File: src/rtl/imem_loader_if.sv
// Stream and instruction-memory write bus for imem_loader.
//   in_valid / in_data / in_ready : byte stream with valid/ready handshake
//   we / waddr / wdata            : one-cycle word write into instruction memory
// master drives the byte stream; slave is the loader, which drives in_ready and the write bus.
interface imem_loader_if;
    logic        in_valid;
    logic [7:0]  in_data;
    logic        in_ready;
    logic        we;
    logic [31:0] waddr;
    logic [31:0] wdata;

    modport master (
        output in_valid, in_data,
        input  in_ready, we, waddr, wdata
    );

    modport slave (
        input  in_valid, in_data,
        output in_ready, we, waddr, wdata
    );
endinterface

File: src/rtl/imem_loader.sv
// Program loader for the instruction memory.
// Takes a frame LEN_HI, LEN_LO, 4*N data bytes (big-endian words), CSUM (XOR of data bytes),
// writes each assembled word to BASE_ADDR + 4*idx and holds the CPU in reset until a load
// finishes with a matching checksum.
// Ports:
//   clk_i        clock, rising edge
//   reset_i      synchronous active-high reset
//   start_i      begin a load (honoured only in IDLE, DONE, ERR)
//   bus          imem_loader_if.slave: byte stream in, word write out
//   cpu_reset_o  processor hold-reset, low only in DONE
//   busy_o       load in progress
//   done_o       last load succeeded
//   err_o        last load failed (length or checksum)
module imem_loader #(
    parameter logic [31:0] BASE_ADDR   = 32'h0000_3000,
    parameter int unsigned DEPTH_WORDS = 1024
) (
    input  logic         clk_i,
    input  logic         reset_i,
    input  logic         start_i,
    imem_loader_if.slave bus,
    output logic         cpu_reset_o,
    output logic         busy_o,
    output logic         done_o,
    output logic         err_o
);
    localparam int unsigned IdxW = $clog2(DEPTH_WORDS);
    // One extra bit so a full-depth load can count up to DEPTH_WORDS.
    localparam int unsigned CntW = IdxW + 1;

    typedef enum logic [2:0] {
        StIdle, StLenHi, StLenLo, StData, StCsum, StDone, StErr
    } state_e;

    state_e            state_q, state_d;
    logic [7:0]        len_hi_q, len_hi_d;
    logic [CntW-1:0]   nwords_q, nwords_d;
    logic [CntW-1:0]   wcnt_q, wcnt_d;
    logic [1:0]        byte_cnt_q, byte_cnt_d;
    logic [23:0]       shift_q, shift_d;
    logic [7:0]        xor_q, xor_d;
    logic              we_q, we_d;
    logic [31:0]       waddr_q, waddr_d;
    logic [31:0]       wdata_q, wdata_d;

    logic              in_ready;
    logic              accept;
    logic [15:0]       len_word;

    assign in_ready = (state_q == StLenHi) || (state_q == StLenLo) ||
                      (state_q == StData)  || (state_q == StCsum);
    assign accept   = bus.in_valid && in_ready;
    assign len_word = {len_hi_q, bus.in_data};

    always_ff @(posedge clk_i) begin
        if (reset_i) begin
            state_q    <= StIdle;
            len_hi_q   <= '0;
            nwords_q   <= '0;
            wcnt_q     <= '0;
            byte_cnt_q <= '0;
            shift_q    <= '0;
            xor_q      <= '0;
            we_q       <= 1'b0;
            waddr_q    <= BASE_ADDR;
            wdata_q    <= '0;
        end else begin
            state_q    <= state_d;
            len_hi_q   <= len_hi_d;
            nwords_q   <= nwords_d;
            wcnt_q     <= wcnt_d;
            byte_cnt_q <= byte_cnt_d;
            shift_q    <= shift_d;
            xor_q      <= xor_d;
            we_q       <= we_d;
            waddr_q    <= waddr_d;
            wdata_q    <= wdata_d;
        end
    end

    always_comb begin
        state_d    = state_q;
        len_hi_d   = len_hi_q;
        nwords_d   = nwords_q;
        wcnt_d     = wcnt_q;
        byte_cnt_d = byte_cnt_q;
        shift_d    = shift_q;
        xor_d      = xor_q;
        we_d       = 1'b0;
        waddr_d    = waddr_q;
        wdata_d    = wdata_q;

        case (state_q)
            StIdle, StDone, StErr: begin
                if (start_i) begin
                    state_d    = StLenHi;
                    byte_cnt_d = '0;
                    wcnt_d     = '0;
                    xor_d      = '0;
                end
            end
            StLenHi: begin
                if (accept) begin
                    len_hi_d = bus.in_data;
                    state_d  = StLenLo;
                end
            end
            StLenLo: begin
                if (accept) begin
                    if (len_word == 16'd0) begin
                        state_d = StCsum;
                    end else if (32'(len_word) > DEPTH_WORDS) begin
                        state_d = StErr;
                    end else begin
                        nwords_d = CntW'(len_word);
                        state_d  = StData;
                    end
                end
            end
            StData: begin
                if (accept) begin
                    xor_d      = xor_q ^ bus.in_data;
                    byte_cnt_d = byte_cnt_q + 2'd1;
                    shift_d    = {shift_q[15:0], bus.in_data};
                    if (byte_cnt_q == 2'd3) begin
                        // Earlier bytes of the word sit in shift_q, MSB first.
                        we_d    = 1'b1;
                        wdata_d = {shift_q, bus.in_data};
                        waddr_d = BASE_ADDR + {{(30 - IdxW){1'b0}}, wcnt_q[IdxW-1:0], 2'b00};
                        wcnt_d  = wcnt_q + CntW'(1);
                        if (wcnt_q + CntW'(1) == nwords_q) begin
                            state_d = StCsum;
                        end
                    end
                end
            end
            StCsum: begin
                if (accept) begin
                    state_d = (bus.in_data == xor_q) ? StDone : StErr;
                end
            end
            default: state_d = StIdle;
        endcase
    end

    assign bus.in_ready = in_ready;
    assign bus.we       = we_q;
    assign bus.waddr    = waddr_q;
    assign bus.wdata    = wdata_q;
    assign busy_o       = in_ready;
    assign done_o       = (state_q == StDone);
    assign err_o        = (state_q == StErr);
    assign cpu_reset_o  = (state_q != StDone);
endmodule

File: src/flat_wrapper.sv
// flat-port wrapper written by rule: the top's interface ports become plain ports
module imem_loader_flat 
#(
    parameter logic [31:0] BASE_ADDR   = 32'h0000_3000,
    parameter int unsigned DEPTH_WORDS = 1024
)
  (clk_i, reset_i, start_i, cpu_reset_o, busy_o, done_o, err_o, bus_in_valid, bus_in_data, bus_in_ready, bus_we, bus_waddr, bus_wdata);
  imem_loader_if bus_i ();
  input  logic clk_i;
  input  logic reset_i;
  input  logic start_i;
  output logic cpu_reset_o;
  output logic busy_o;
  output logic done_o;
  output logic err_o;
  input wire logic [$bits(bus_i.in_valid)-1:0] bus_in_valid;
  input wire logic [$bits(bus_i.in_data)-1:0] bus_in_data;
  output wire logic [$bits(bus_i.in_ready)-1:0] bus_in_ready;
  output wire logic [$bits(bus_i.we)-1:0] bus_we;
  output wire logic [$bits(bus_i.waddr)-1:0] bus_waddr;
  output wire logic [$bits(bus_i.wdata)-1:0] bus_wdata;
  assign bus_i.in_valid = bus_in_valid;
  assign bus_i.in_data = bus_in_data;
  assign bus_in_ready = bus_i.in_ready;
  assign bus_we = bus_i.we;
  assign bus_waddr = bus_i.waddr;
  assign bus_wdata = bus_i.wdata;
  imem_loader #(.BASE_ADDR(BASE_ADDR), .DEPTH_WORDS(DEPTH_WORDS)) u_core (.clk_i(clk_i), .reset_i(reset_i), .start_i(start_i), .bus(bus_i), .cpu_reset_o(cpu_reset_o), .busy_o(busy_o), .done_o(done_o), .err_o(err_o));
endmodule
File: config.mk
export PLATFORM = sky130hd
export DESIGN_NAME = imem_loader_flat
export DESIGN_NICKNAME = d
export VERILOG_FILES = /design/src/rtl/imem_loader_if.sv /design/src/rtl/imem_loader.sv /design/src/flat_wrapper.sv
export SDC_FILE = /design/constraint.sdc
export NUM_CORES = 1
export LEC_CHECK = 0
export ABC_AREA = 1
export CELL_PAD_IN_SITES_DETAIL_PLACEMENT = 1
export CELL_PAD_IN_SITES_GLOBAL_PLACEMENT = 1
export CORE_MARGIN = 2
export CORE_UTILIZATION = 39
export CTS_BUF_LIST = sky130_fd_sc_hd__clkbuf_8 sky130_fd_sc_hd__clkbuf_16
export DETAILED_ROUTE_END_ITERATION = 10
export PLACE_DENSITY = 0.85
export SLEW_MARGIN = 20
export SYNTH_ARGS = -nofsm -noshare
export SYNTH_HDL_FRONTEND = slang
export SYNTH_SLANG_ARGS = --single-unit
File: constraint.sdc
create_clock -name clk_i -period 2.2 [get_ports clk_i]
set_input_delay 0.44 -clock clk_i [delete_from_list [all_inputs] [get_ports clk_i]]
set_output_delay 0.44 -clock clk_i [all_outputs]
set_load 0.05 [all_outputs]
==> results of run 1 <==
-- through the flow --
stage / area [sq um] / cells / TNS [ns] / hold WS, ns
global placement: 5630 / 856 / 0 / 0.430
detailed placement: 5630 / 856 / -0.491 / 0.437
floorplan: 4950 / 661 / 0 / 0.420
CTS: 5900 / 871 / 0 / 0.451
global route: 5920 / 872 / 0 / 0.470
finish: 5920 / 872 / 0 / 0.449
-- worst paths after layout --
check                              end  slack, ns  cells after the start
setup / recovery          bus_in_ready       0.12                      6
hold / removal    u_core.bus.wdata[24]       0.45                      2
setup reg to reg     u_core.state_q[0]       0.19                     12
hold reg to reg   u_core.bus.wdata[24]       0.45                      2
-- state kept, by name (all words and copies together) (netlist names) --
name	count
u_core.bus.we	1
u_core.state_q	3
u_core.bus.waddr	10
u_core.shift_q	24
u_core.len_hi_q	8
u_core.nwords_q	11
u_core.bus.wdata	32
u_core.xor_q	8
u_core.wcnt_q	11
u_core.byte_cnt_q	2
-- final cells by class --
class	instances	area, sq um
clock buffers	10	239
multi-input cells	424	2130
repair buffers	82	827
well taps	168	210
inverters	73	274
clock inverters	5	36.3
flip-flops and latches	110	2200
fillers	1507	6190
-- synthesized netlist by cell type, drive strengths merged --
library cell,n
clkbuf,15
o21ai,78
xor2,7
a211oi,1
clkinv,1
or2,2
inv,72
dfxtp,110
nor4,4
a21oi,81
and2,1
nor2,42
xnor2,3
ha,2
o21bai,1
nor3,4
buf,39
nand3,52
nand2,118
nand4,5
a32o,1
conb,2
-- logic make-up (layout without fill, tap and decap cells) --
| kind of cell | Yosys count | in the layout | share of synthesized area (%) |
|---|---|---|---|
| DFF | 110 | 110 | 45.2 |
| xor gates and xnor gates | 10 | 10 | 1.80 |
| and+or+nand+nor | 228 | 228 | 20.8 |
| other | 2 | 22 | 0.154 |
| AOI/OAI and AO/OA | 162 | 162 | 18.6 |
| adders and majority gates | 2 | 2 | 0.514 |
| buffers and inverters | 127 | 170 | 12.9 |
-- worst max-delay path, cell delays in order (launching register included) --
cell and delay [ns]:
dfxtp_1 0.49, inv_2 0.10, nor2_1 0.15, nand2_1 0.12
nand4_1 0.12, buf_4 0.16, buf_12 0.14
-- power breakdown --
| group | total, uW | leakage (uW) | switching, uW | internal, uW |
|---|---|---|---|---|
| sequential | 2210 | 0.000889 | 101 | 2110 |
| clock | 1540 | 0.000138 | 744 | 796 |
| combinational | 1210 | 0.00129 | 808 | 404 |
-- repair_timing --
item                       4_1_cts  5_1_grt
pin swaps                        0        2
resized for setup                1        5
setup endpoints to repair        1        5
buffers inserted                 0        1
-- metal layers --
metal  track usage, %  share of wire (%)  vias up
met5                0                  0        -
met4             6.90                1.9        0
met3             3.50                3.0       19
met2             38.9                 53       74
met1             24.8                 43     2141
li1                 -                  -     2153
==> summary.md, run 1 <==
| Metric | Value |
|---|---|
| Status | `finished, final reports clean` |
| Gate Count Post-Synth | `641` |
| Commonest non-fill, non-tap cell in the layout | `nand2_1` |
| H-tree Lvls | `3` |
| Cells taking the most area after synthesis | `dfxtp_1, nand2_1, a21oi_1, o21ai_0, nand3_1` |
| N_diodes | `0` |
| Startpoint types | `flip-flop` |
| DRT Pass-1 Iters | `4` |
| Fmax | `0.481 GHz` |
| Leakage | `0.00231 uW` |
| Die extent in x | `between 100 and 150 um` |
| Layout area overhead | `21.7%` |
| CTS tree | `done` |
| Residual DRC | `0` |
| Flops & latches, synth | `110` |
| Slew Viols, Final | `0` |
| Mapped Area | `~4900 sq um` |
| Minimum clock period | `about 2.1 ns` |
| Die Height | `~120 um` |
| Clk buf depth | `2` |
| CTS buffer count | `9` |
| Final #Nets | `714` |
| Worst Setup End Kind | `primary output` |
| Worst EP arrival | `between 1.5 and 2 ns` |
| Final Util | `48.9%` |
| Vias in the first global route | `4575` |
| Min-delay src | `u_core.shift_q[16]` |
| Fin. Hold Viols | `0` |
| Crit path from | `u_core.state_q[0]` |
| GRT Overall Usage | `21.1%` |
| Cts hold-fix bufs | `0` |
| Dpl ws | `-0.135 ns` |
| Clk Latency, worst-skew pair | `0.35 ns` |
| Root Buffer | `clkbuf_16` |
| Core footprint | `~12000 sq um` |
| Vias | `4387` |
| Cell taking the most area after synthesis | `dfxtp_1` |
| Final WS setup | `0.123 ns` |
| Post-route ant nets | `0` |
| Reg-to-Reg Start | `u_core.wcnt_q[1]` |
| Worst-Margin Slew | `0.530 ns` |
| Routability cong. | `0.832` |
| Post-synthesis sequential area ratio | `45.2%` |
| Post-route clock period utilization | `94.4%` |
| Worst min path class | `flip-flop to flip-flop` |
| Max cap viols | `0` |
| Mapped Avg Cell Area | `7.60 sq um` |
| Layout cells sized above 1 | `11.9%` |
| Tot Pwr | `4960 uW` |
| # rows | `40` |
| First-pass GRT wire length | `22200 um` |
| Data required, critical path | `1.76 ns` |
| Drt wl/cell | `15.6 um` |
| IO Pins | `82` |
| PortBufs | `59` |
| Cell Pwr Density | `837 nW/um^2` |
| First DRT Iteration DRCs | `209` |
| Yosys warns | `0` |
| Initial antenna violation count | `0` |
| Most frequent cells in the layout | `nand2_1, dfxtp_1, a21oi_1` |
| Max-Slew Margin vs Limit | `about 65%` |
| GRT Residual Overflow | `0` |
| WL final | `13600 um` |
| Crit path max fanout | `6` |
| Largest net degree at the start of global routing | `78` |
| Starting density of the core | `about 40%` |
| Max VDD drop | `0.383 mV` |
| WS Path Type | `flip-flop to primary output` |
| Die Area | `roughly 13000 sq um` |
| Dpl hpwl | `9850 um` |
| Clock sinks | `110` |
| Routed vias/inst | `about 5.0` |
| Clock slew at reported path FFs | `roughly 0.070 ns` |
| Fin Clk Skew | `0.00789 ns` |
| Final setup fails | `0` |
| RSZ-0062 raised after global routing | `no` |
| Count of different cell masters after synthesis | `32` |
| Yosys top cell area share | `45.2%` |
Power figures use the tool's default switching activity.
==> run 2, diff against run 1 <==
--- a/config.mk
+++ b/config.mk
@@ -6,6 +6,7 @@
 export NUM_CORES = 1
 export LEC_CHECK = 0
 export ABC_AREA = 1
+export ABC_CLOCK_PERIOD_IN_PS = 2200
 export CELL_PAD_IN_SITES_DETAIL_PLACEMENT = 1
 export CELL_PAD_IN_SITES_GLOBAL_PLACEMENT = 1
 export CORE_MARGIN = 2
==> results of run 2 <==
Same layout as run 1: the final DEF is identical, and so are final timing and power.
==> run 3, diff against run 2 <==
--- a/config.mk
+++ b/config.mk
@@ -6,7 +6,6 @@
 export NUM_CORES = 1
 export LEC_CHECK = 0
 export ABC_AREA = 1
-export ABC_CLOCK_PERIOD_IN_PS = 2200
 export CELL_PAD_IN_SITES_DETAIL_PLACEMENT = 1
 export CELL_PAD_IN_SITES_GLOBAL_PLACEMENT = 1
 export CORE_MARGIN = 2
==> results of run 3 <==
Same layout as run 1: the final DEF is identical, and so are final timing and power.
